### config.mk
export PLATFORM = sky130hd
export DESIGN_NAME = video_field_sequencer
export DESIGN_NICKNAME = d
export VERILOG_FILES = /design/src/rtl/video_field_sequencer_pkg.sv /design/src/rtl/video_field_sequencer_edge_detect.sv /design/src/rtl/video_field_sequencer.sv
export SDC_FILE = /design/constraint.sdc
export NUM_CORES = 1
export LEC_CHECK = 0
export BUFFER_PORTS_ARGS = -buffer_cell sky130_fd_sc_hd__buf_2
export CAP_MARGIN = 20
export CORE_ASPECT_RATIO = 2
export CORE_UTILIZATION = 55
export CTS_CLUSTER_SIZE = 16
export DETAILED_ROUTE_END_ITERATION = 8
export PLACE_DENSITY = 0.87
export SYNTH_ARGS = -nofsm -noshare
export SYNTH_HDL_FRONTEND = slang
export SYNTH_SLANG_ARGS = --single-unit
### constraint.sdc
create_clock -name clk -period 2.3 [get_ports clk]
set_clock_uncertainty 0.05 [all_clocks]
set_input_delay 0.345 -clock clk [delete_from_list [all_inputs] [get_ports clk]]
set_output_delay 0.345 -clock clk [all_outputs]
set_load 0.05 [all_outputs]
### src/rtl/video_field_sequencer_pkg.sv
// -----------------------------------------------------------------------------
// video_seq_pkg
// Shared definitions for the interlaced PAL capture front end:
//   - state_t   : sequencer FSM states (IDLE / FIELD / LINE)
//   - PAL_*     : default active-window geometry and address field widths
//   - ADDR_W    : width of the packed pixel address {row, field, col}
//   - pack_addr : builds the packed pixel address for the default geometry
// -----------------------------------------------------------------------------
`timescale 1ns/1ps

package video_seq_pkg;

  typedef enum logic [1:0] {
    IDLE  = 2'd0,
    FIELD = 2'd1,
    LINE  = 2'd2
  } state_t;

  localparam int PAL_H_ACTIVE = 702;
  localparam int PAL_V_FIELD  = 288;
  localparam int PAL_COL_W    = 10;
  localparam int PAL_ROW_W    = 9;
  localparam int ADDR_W       = PAL_ROW_W + 1 + PAL_COL_W;

  // Row occupies the top bits so that both fields of a frame interleave
  // naturally when the address is used as a frame-buffer index.
  function automatic logic [ADDR_W-1:0] pack_addr(
    input logic [PAL_ROW_W-1:0] row,
    input logic                 field,
    input logic [PAL_COL_W-1:0] col
  );
    return {row, field, col};
  endfunction

endpackage

### src/rtl/video_field_sequencer_edge_detect.sv
// -----------------------------------------------------------------------------
// video_edge_detect
// Rise/fall detector for a synchronous level strobe, built on a one-cycle
// registered copy of the level.
// Ports:
//   clk     in  system clock
//   i_level in  level being watched (already synchronous to clk)
//   o_rise  out high in the first cycle the level is 1 after being 0
//   o_fall  out high in the first cycle the level is 0 after being 1
// -----------------------------------------------------------------------------
`timescale 1ns/1ps

module video_edge_detect (
  input  logic clk,
  input  logic i_level,
  output logic o_rise,
  output logic o_fall
);

  // The delayed copy deliberately keeps tracking the input through reset:
  // a strobe that is held high across a reset is not a fresh edge, so the
  // sequencer waits for the next genuine rise instead of starting mid-field.
  logic r_level_d;

  always_ff @(posedge clk) begin
    r_level_d <= i_level;
  end

  assign o_rise = i_level & ~r_level_d;
  assign o_fall = ~i_level & r_level_d;

endmodule

### src/rtl/video_field_sequencer.sv
// -----------------------------------------------------------------------------
// video_field_sequencer
// Front-end controller for the interlaced PAL capture path. Tracks the
// frame/line/data strobes of the decoder interface, counts rows and columns
// inside each field, forwards qualified pixels with a packed address
// {row, field, col}, latches the processing mode once per frame and flags
// framing errors.
// Ports:
//   clk               in   system clock
//   rst               in   synchronous reset, active-high
//   mode_in           in   requested processing mode (sampled at field-0 start)
//   video_frame_valid in   high for the duration of one field
//   video_line_valid  in   high during one line's active region
//   video_data_valid  in   one-cycle pixel strobe
//   video_data_in     in   pixel value, valid with video_data_valid
//   pix_valid         out  qualified pixel strobe (1-cycle latency)
//   pix_data          out  registered pixel value
//   pix_addr          out  {row, field, col}
//   mode_active       out  mode applied to the current frame
//   field_start       out  one-cycle pulse at each field start
//   frame_done        out  one-cycle pulse at the end of field 1
//   line_err          out  one-cycle pulse: wrong line length or aborted line
//   field_err         out  one-cycle pulse: wrong line count at field end
//   busy              out  high while the sequencer is not idle
// -----------------------------------------------------------------------------
`timescale 1ns/1ps

module video_field_sequencer
  import video_seq_pkg::*;
#(
  parameter int H_ACTIVE = PAL_H_ACTIVE,
  parameter int V_ACTIVE = PAL_V_FIELD,
  parameter int COL_W    = PAL_COL_W,
  parameter int ROW_W    = PAL_ROW_W
) (
  input  logic                     clk,
  input  logic                     rst,
  input  logic [1:0]               mode_in,
  input  logic                     video_frame_valid,
  input  logic                     video_line_valid,
  input  logic                     video_data_valid,
  input  logic [7:0]               video_data_in,
  output logic                     pix_valid,
  output logic [7:0]               pix_data,
  output logic [ROW_W+COL_W:0]     pix_addr,
  output logic [1:0]               mode_active,
  output logic                     field_start,
  output logic                     frame_done,
  output logic                     line_err,
  output logic                     field_err,
  output logic                     busy
);

  localparam logic [COL_W-1:0] L_H_ACT = COL_W'(H_ACTIVE);
  localparam logic [ROW_W-1:0] L_V_ACT = ROW_W'(V_ACTIVE);

  // Counters saturate rather than wrap so that an overlong line or field can
  // never alias back onto valid addresses.
  function automatic logic [COL_W-1:0] col_inc(input logic [COL_W-1:0] c);
    return (c == '1) ? c : c + COL_W'(1);
  endfunction

  function automatic logic [ROW_W-1:0] row_inc(input logic [ROW_W-1:0] r);
    return (r == '1) ? r : r + ROW_W'(1);
  endfunction

  // ---------------------------------------------------------------------------
  // Strobe edge detection
  // ---------------------------------------------------------------------------
  logic w_fv_rise;
  logic w_fv_fall;
  logic w_lv_rise;
  logic w_lv_fall;

  video_edge_detect u_fv_edge (
    .clk     (clk),
    .i_level (video_frame_valid),
    .o_rise  (w_fv_rise),
    .o_fall  (w_fv_fall)
  );

  video_edge_detect u_lv_edge (
    .clk     (clk),
    .i_level (video_line_valid),
    .o_rise  (w_lv_rise),
    .o_fall  (w_lv_fall)
  );

  // ---------------------------------------------------------------------------
  // Sequencer state
  // ---------------------------------------------------------------------------
  state_t                 r_state;
  logic                   r_field;
  logic [ROW_W-1:0]       r_row;
  logic [COL_W-1:0]       r_col;
  logic [1:0]             r_mode;
  logic                   r_pix_valid;
  logic [7:0]             r_pix_data;
  logic [ROW_W+COL_W:0]   r_pix_addr;
  logic                   r_field_start;
  logic                   r_frame_done;
  logic                   r_line_err;
  logic                   r_field_err;

  state_t                 w_state_n;
  logic                   w_field_n;
  logic [ROW_W-1:0]       w_row_n;
  logic [COL_W-1:0]       w_col_n;
  logic [1:0]             w_mode_n;
  logic                   w_pix_take;
  logic                   w_field_start_n;
  logic                   w_frame_done_n;
  logic                   w_line_err_n;
  logic                   w_field_err_n;
  logic [ROW_W-1:0]       w_row_inc;
  logic [ROW_W+COL_W:0]   w_addr;

  assign w_row_inc = row_inc(r_row);

  if (ROW_W == PAL_ROW_W && COL_W == PAL_COL_W) begin : g_pal_pack
    assign w_addr = pack_addr(r_row, r_field, r_col);
  end else begin : g_generic_pack
    assign w_addr = {r_row, r_field, r_col};
  end

  // ---------------------------------------------------------------------------
  // Next-state / pulse decode
  // ---------------------------------------------------------------------------
  always_comb begin
    w_state_n       = r_state;
    w_field_n       = r_field;
    w_row_n         = r_row;
    w_col_n         = r_col;
    w_mode_n        = r_mode;
    w_pix_take      = 1'b0;
    w_field_start_n = 1'b0;
    w_frame_done_n  = 1'b0;
    w_line_err_n    = 1'b0;
    w_field_err_n   = 1'b0;

    case (r_state)
      IDLE: begin
        if (w_fv_rise) begin
          w_state_n       = FIELD;
          w_field_start_n = 1'b1;
          w_row_n         = '0;
          w_col_n         = '0;
          // Mode only changes on a frame boundary so both fields of a frame
          // are processed identically.
          if (!r_field) begin
            w_mode_n = mode_in;
          end
        end
      end

      FIELD: begin
        if (w_fv_fall) begin
          w_state_n      = IDLE;
          w_field_err_n  = (r_row != L_V_ACT);
          w_frame_done_n = r_field;
          w_field_n      = ~r_field;
        end else if (w_lv_rise && video_frame_valid) begin
          w_state_n = LINE;
          w_col_n   = '0;
        end
      end

      LINE: begin
        if (w_lv_fall || w_fv_fall) begin
          // Line closes first; a frame fall with line_valid still high is an
          // aborted line and always reports line_err. The row is counted
          // before the field check so an aborted last line still counts.
          w_line_err_n = w_lv_fall ? (r_col != L_H_ACT) : 1'b1;
          w_row_n      = w_row_inc;
          if (w_fv_fall) begin
            w_state_n      = IDLE;
            w_field_err_n  = (w_row_inc != L_V_ACT);
            w_frame_done_n = r_field;
            w_field_n      = ~r_field;
          end else begin
            w_state_n = FIELD;
          end
        end else if (video_line_valid && video_data_valid) begin
          // Out-of-window pixels are dropped but still counted so the line
          // length check sees the true strobe count.
          w_pix_take = (r_col < L_H_ACT) && (r_row < L_V_ACT);
          w_col_n    = col_inc(r_col);
        end
      end

      default: begin
        w_state_n = IDLE;
      end
    endcase
  end

  // ---------------------------------------------------------------------------
  // Registered state and outputs
  // ---------------------------------------------------------------------------
  always_ff @(posedge clk) begin
    if (rst) begin
      r_state       <= IDLE;
      r_field       <= 1'b0;
      r_row         <= '0;
      r_col         <= '0;
      r_mode        <= 2'b00;
      r_pix_valid   <= 1'b0;
      r_pix_data    <= '0;
      r_pix_addr    <= '0;
      r_field_start <= 1'b0;
      r_frame_done  <= 1'b0;
      r_line_err    <= 1'b0;
      r_field_err   <= 1'b0;
    end else begin
      r_state       <= w_state_n;
      r_field       <= w_field_n;
      r_row         <= w_row_n;
      r_col         <= w_col_n;
      r_mode        <= w_mode_n;
      r_pix_valid   <= w_pix_take;
      r_field_start <= w_field_start_n;
      r_frame_done  <= w_frame_done_n;
      r_line_err    <= w_line_err_n;
      r_field_err   <= w_field_err_n;
      if (w_pix_take) begin
        r_pix_data <= video_data_in;
        r_pix_addr <= w_addr;
      end
    end
  end

  assign pix_valid   = r_pix_valid;
  assign pix_data    = r_pix_data;
  assign pix_addr    = r_pix_addr;
  assign mode_active = r_mode;
  assign field_start = r_field_start;
  assign frame_done  = r_frame_done;
  assign line_err    = r_line_err;
  assign field_err   = r_field_err;
  assign busy        = (r_state != IDLE);

endmodule

# Yosys cells after proc, flatten, opt, wreduce, memory -nomap -nowiden
# Index checks and enable logic that the tools add are counted.
dict set report word_totals {
  register_bits 59
  latch_bits 0
  ramBits 0
  rom_bits 0
  inputBits 15
  out_inout_bits 36
  elab_cells 93
  mem_count 0
}
dict set report op_classes {
  n_addsub 2
  multipliers 0
  div_mod_pow 0
  magnitude_cmp 2
  eq_ne 15
  n_shift 0
  n_mux 32
  bitwise_logic 12
  reduce_logical 16
}
# cell n
set ops {}
lappend ops {{10-bit two-way mux} 6}
lappend ops {{10-bit one-hot mux with 3 select lines} 1}
lappend ops {{9-bit two-way mux} 3}
lappend ops {{9-bit inequality test, second input constant} 2}
lappend ops {{9-bit one-hot mux with 2 select lines} 1}
lappend ops {{1-bit two-way mux} 13}
lappend ops {{2-bit inequality test, second input constant} 6}
lappend ops {{10-bit by 1-bit adder with 10-bit output, second input constant} 1}
lappend ops {{10-bit equality test, second input constant} 1}
lappend ops {{10-bit less-than comparator, second input constant} 1}
lappend ops {{10-bit inequality test, second input constant} 1}
lappend ops {{9-bit by 1-bit adder with 9-bit output, second input constant} 1}
lappend ops {{9-bit equality test, second input constant} 1}
lappend ops {{9-bit less-than comparator, second input constant} 1}
lappend ops {{3-bit AND reduction} 3}
lappend ops {{2-bit two-way mux} 4}
lappend ops {{1-bit inverter} 8}
lappend ops {{7-bit AND reduction} 1}
lappend ops {{1-bit one-hot mux with 2 select lines} 3}
lappend ops {{2-bit one-hot mux with 3 select lines} 1}
lappend ops {{2-bit nonzero test} 3}
lappend ops {{1-bit bitwise AND} 4}
lappend ops {{1-bit logical AND} 3}
lappend ops {{3-bit inequality test, second input constant} 1}
lappend ops {{other kinds (9)} 9}

# Depth between registers and ports, before layout
dict set report logic_depth {
  depth_word 6
  depth_mapped 9
  mapped_depth_nobuf 7
}

# Hierarchy
# Synthesis repeated with hierarchy kept, for this count alone.
dict set report hier_totals {
  cells_unflattened 318
  hier_area_um2 2795.2
}
# mod instances cells_per_inst area_per_inst_um2 seq_area_each_um2
set by_module_without_submodules {}
lappend by_module_without_submodules {video_field_sequencer 1 312 2725.1 1141.1}
lappend by_module_without_submodules {video_edge_detect 2 3 35.0 20.0}

# Worst setup path before layout
# OpenSTA, ideal clock, no wires.
dict set report synth_timing {
  kind {flip-flop to flip-flop}
  from {reg r_row[1]}
  to {reg r_field_err (netlist: field_err)}
  setup_ns 0.129
  arrival_time_ns 1.718
  required_time_ns 2.121
  path_slack_ns 0.403
  stages_incl_launch_ff 8
  path_buffers 1
  period_less_slack_ns 1.897
  path_cell_list {dfxtp_1 > ha_1 > nand3_1 > or3_1 > buf_2 > or3_1 > o31ai_1 > a31oi_1}
}
dict set report synth_between {
  elab_chain_len 6
  word_cells_on_any_way 9
  cone_classes {1 x add/sub; 3 x eq/ne; 5 x mux}
}
# item line
set synth_rtl {}
lappend synth_rtl {{from (decl)} video_field_sequencer.sv:94} ;# logic [ROW_W-1:0] r_row;
lappend synth_rtl {{from (signal assigned)} video_field_sequencer.sv:217} ;# r_row <= w_row_n;
lappend synth_rtl {{9-bit by 1-bit adder with 9-bit output / 9-bit equality test (equally long branches)} video_field_sequencer.sv:64} ;# return (r == '1) ? r : r + ROW_W'(1);
lappend synth_rtl {{9-bit two-way mux} video_field_sequencer.sv:64}
lappend synth_rtl {{9-bit inequality test} video_field_sequencer.sv:177} ;# w_field_err_n = (w_row_inc != L_V_ACT);
lappend synth_rtl {{1-bit two-way mux} video_field_sequencer.sv:175} ;# if (w_fv_fall) begin
lappend synth_rtl {{1-bit two-way mux} video_field_sequencer.sv:169} ;# if (w_lv_fall || w_fv_fall) begin
lappend synth_rtl {{1-bit one-hot mux with 2 select lines *} video_field_sequencer.sv:141} ;# case (r_state)
lappend synth_rtl {{to (signal assigned)} video_field_sequencer.sv:224} ;# r_field_err <= w_field_err_n;
lappend synth_rtl {{to (decl)} video_field_sequencer.sv:103} ;# logic r_field_err;
# Mark *: on every way between the ends. The rest lies on a longest branch, timed or not.
# A chain may end at the register's enable or synchronous reset.

# Final worst setup path
dict set report layout_timing {
  from {reg r_col[2]}
  to {reg r_pix_addr[17] (netlist: pix_addr[17])}
}
dict set report layout_between {
  elab_chain_len 5
}
# item line
set layout_rtl {}
lappend layout_rtl {{from (decl)} video_field_sequencer.sv:95} ;# logic [COL_W-1:0] r_col;
lappend layout_rtl {{from (signal assigned)} video_field_sequencer.sv:218} ;# r_col <= w_col_n;
lappend layout_rtl {{10-bit less-than comparator} video_field_sequencer.sv:186} ;# w_pix_take = (r_col < L_H_ACT) && (r_row < L_V_ACT);
lappend layout_rtl {{1-bit logical AND} video_field_sequencer.sv:186}
lappend layout_rtl {{1-bit two-way mux} video_field_sequencer.sv:183} ;# end else if (video_line_valid && video_data_valid) begin
lappend layout_rtl {{1-bit two-way mux} video_field_sequencer.sv:169}
lappend layout_rtl {{1-bit two-way mux} video_field_sequencer.sv:141}
lappend layout_rtl {{to (signal assigned)} video_field_sequencer.sv:227} ;# r_pix_addr <= w_addr;
lappend layout_rtl {{to (decl)} video_field_sequencer.sv:99} ;# logic [ROW_W+COL_W:0] r_pix_addr;
# No other way between the ends.

==> out/metrics.csv <==
metric,value,unit
synthFlopType,dfxtp_1,
post-cts-setup-buffer-count,0,
cts.path.max_buffers,2,
hold_viol,0,
rsz0062_at_grt,false,
die-area,5450,um^2
overflow,0,
tightest_slew,1.04,ns
hold_start,video_line_valid,
p_per_area,757,nW/um^2
initial_core_util,57.6,%
routedWlPerCell,15.2,um
synth_cells,320,
cts_resized,0,
diodes,0,
drc,0,
status,"finished, final reports clean",
leakage,0.00155,uW
syn_area,2830,um^2
clockPowerShare,36.0,%
cts_tree,built,
nFillCells,397,
grt_pass1_wl,10.1,mm
pwr-share-seq,43.7,%
grt_antenna_before_repair,0,
area_delta_synth_final,16.4,%
clock-sinks,59,
grt_max_degree,32,
grt.total_usage,25.7,%
slew_headroom,30.5,%
die_x,52.7,um
path_class,flip-flop to flip-flop,
yosysTopAreaCellShare,41.7,%
clk_latency,0.35,ns
portBuffers,50,
critPathArrivalTime,2.30,ns
synthMostInstantiatedCell,dfxtp_1,
maxSlewViolCount,0,
place_area,3110,um^2
yosys_warnings,0,
vias_per_cell,5.87,
synthTopCellsByArea,"dfxtp_1 42%, mux2i_1 10%, nor2_1 5.3%",
avgSynthCellArea,8.84,um^2
detailed_place_hpwl,4.63,mm
fmax,470,MHz
peakVddDrop,0.000593,V
critPathMaxFanout,29,
htreeDepth,3,
placementRows,36,
wirelength,6.53,mm
p_switching,753,uW
drive_gt1_share,22.3,%
first_global_vias,2293,
setup_tns,0,ns
firstDrtPassIters,5,
synth_top_area_cell,dfxtp_1,
synth-async-reset-ratio,0,%
vias,2524,
setup_viol,0,
cts_root_buf,clkbuf_8,
ys_ff_latch,59,
synth_edf_count,0,
ant_nets,0,
hold_class,input pin to flip-flop,
hold_buffers,0,
crit_start,r_col[2],
post-route-period-util,92.4,%
critical_path_required,2.48,ns
pin_count,51,
period_needed,2.13,ns
synth_common_cells,"59 x dfxtp_1, 40 x nor2_1, 29 x mux2i_1",
critPathCaptureType,flip-flop,
cts_buffers,9,
place_congestion,0.897,
internal-power,1740,uW
ys_types,51,
die_h,103,um
synth_nets,343,
fin_nets,393,
r2r-start,r_col[2],
clkSlewWorstSetupHoldPaths,0.07,ns
p_sw_share,30.2,%
cp-start-kind,flip-flop,
core,4910,um^2
fin_area,3290,um^2
maxCapViolations,0,
dr.first_iter.drc_count,99,
seq_area_frac_synth,41.7,%
p_comb_share,20.3,%
## flip-flops by register name, indices dropped and copies added, names as in the netlist, 2 cells and up
name         flops
r_state          2
pix_addr        20
r_col           10
mode_active      2
pix_data         8
r_row            9
## final timing paths
check / cells past startpoint / end / slack [ns]
worst max-delay path: 5 / pix_addr[17] / 0.17
worst min-delay path: 1 / u_lv_edge.r_level_d / 0.09
worst max register to register: 5 / pix_addr[17] / 0.17
worst min register to register: 2 / pix_addr[9] / 0.41
## layout make-up
type | count | area, um^2 | share of cell area [%]
clock buffer | 11 | 141 | 4.29
clock inverter | 3 | 40.0 | 1.22
inverter | 13 | 48.8 | 1.48
multi-input combinational | 225 | 1470 | 44.7
sequential | 59 | 1180 | 35.9
tap | 57 | 71.3 | 2.16
timing repair buffer | 62 | 340 | 10.3
## metal layers
metal / routed length [um] / part of all wire (%) / GRT usage [%] / vias to the layer above
met5: 0 / 0 / 0 / -
met1: 2440 / 37 / 25.0 / 1214
met4: 155 / 2.4 / 15.8 / 0
li1: - / - / - / 1236
met3: 262 / 4.0 / 6.43 / 15
met2: 3670 / 56 / 46.5 / 59
## power by group through the flow
stage / sequential, uW / combinational [uW] / clock (uW)
2_1_floorplan: 1130 / 354 / 0
3_3_place_gp: 1110 / 485 / 0
3_5_place_dp: 1110 / 502 / 0
4_1_cts: 1090 / 503 / 914
5_1_grt: 1090 / 552 / 957
6_report: 1090 / 507 / 897
## critical path, cell delays in order, from the launching register on
cell and delay [ns]:
dfxtp_1 0.42, and4_1 0.24, a21oi_1 0.10, o21bai_4 0.82, mux2i_1 0.29, nor2_1 0.07
## kinds of logic after synthesis
family          Yosys count  synth area share [%]
flops                    59                  41.7
buf+inv                  36                  6.54
compound gates           69                  15.8
mux                      29                  10.3
fa+ha+maj                 8                  3.54
xor+xnor                  2                 0.619
simple gates            117                  21.5
## cell usage in the layout (no fill, tap or decap), types with 2 or more instances in the layout
master,count
nand3b_1,4
mux2i_1,29
a31oi_1,6
nand2b_1,5
nand2_1,12
ha_1,8
dfxtp_1,59
xor2_1,2
clkinv_2,2
a21oi_1,23
inv_1,13
or3_1,15
nand3_1,16
and2_1,2
nor3_1,3
nand4_1,5
buf_4,12
nor2_1,40
buf_2,50
o31ai_1,3
o32ai_1,2
clkbuf_8,10
and3_1,4
o21ai_1,3
nor4_1,2
o21a_1,2
o21ai_0,16
## metrics by stage
| stage | hold WS (ns) | power (uW) | utilization [%] | setup slack (ns) | cells |
|---|---|---|---|---|---|
| 2_1_floorplan | 0.323 | 1490 | - | 0.403 | 320 |
| 3_3_place_gp | 0.399 | 1590 | 63.4 | 0.270 | 416 |
| 3_5_place_dp | 0.401 | 1610 | 63.4 | 0.184 | 416 |
| 4_1_cts | 0.0767 | 2510 | 67.1 | 0.151 | 430 |
| 5_1_grt | 0.0863 | 2600 | 67.1 | 0.0194 | 430 |
| 6_report | 0.0868 | 2490 | 67.1 | 0.174 | 430 |
(Power assumes the default switching activity.)
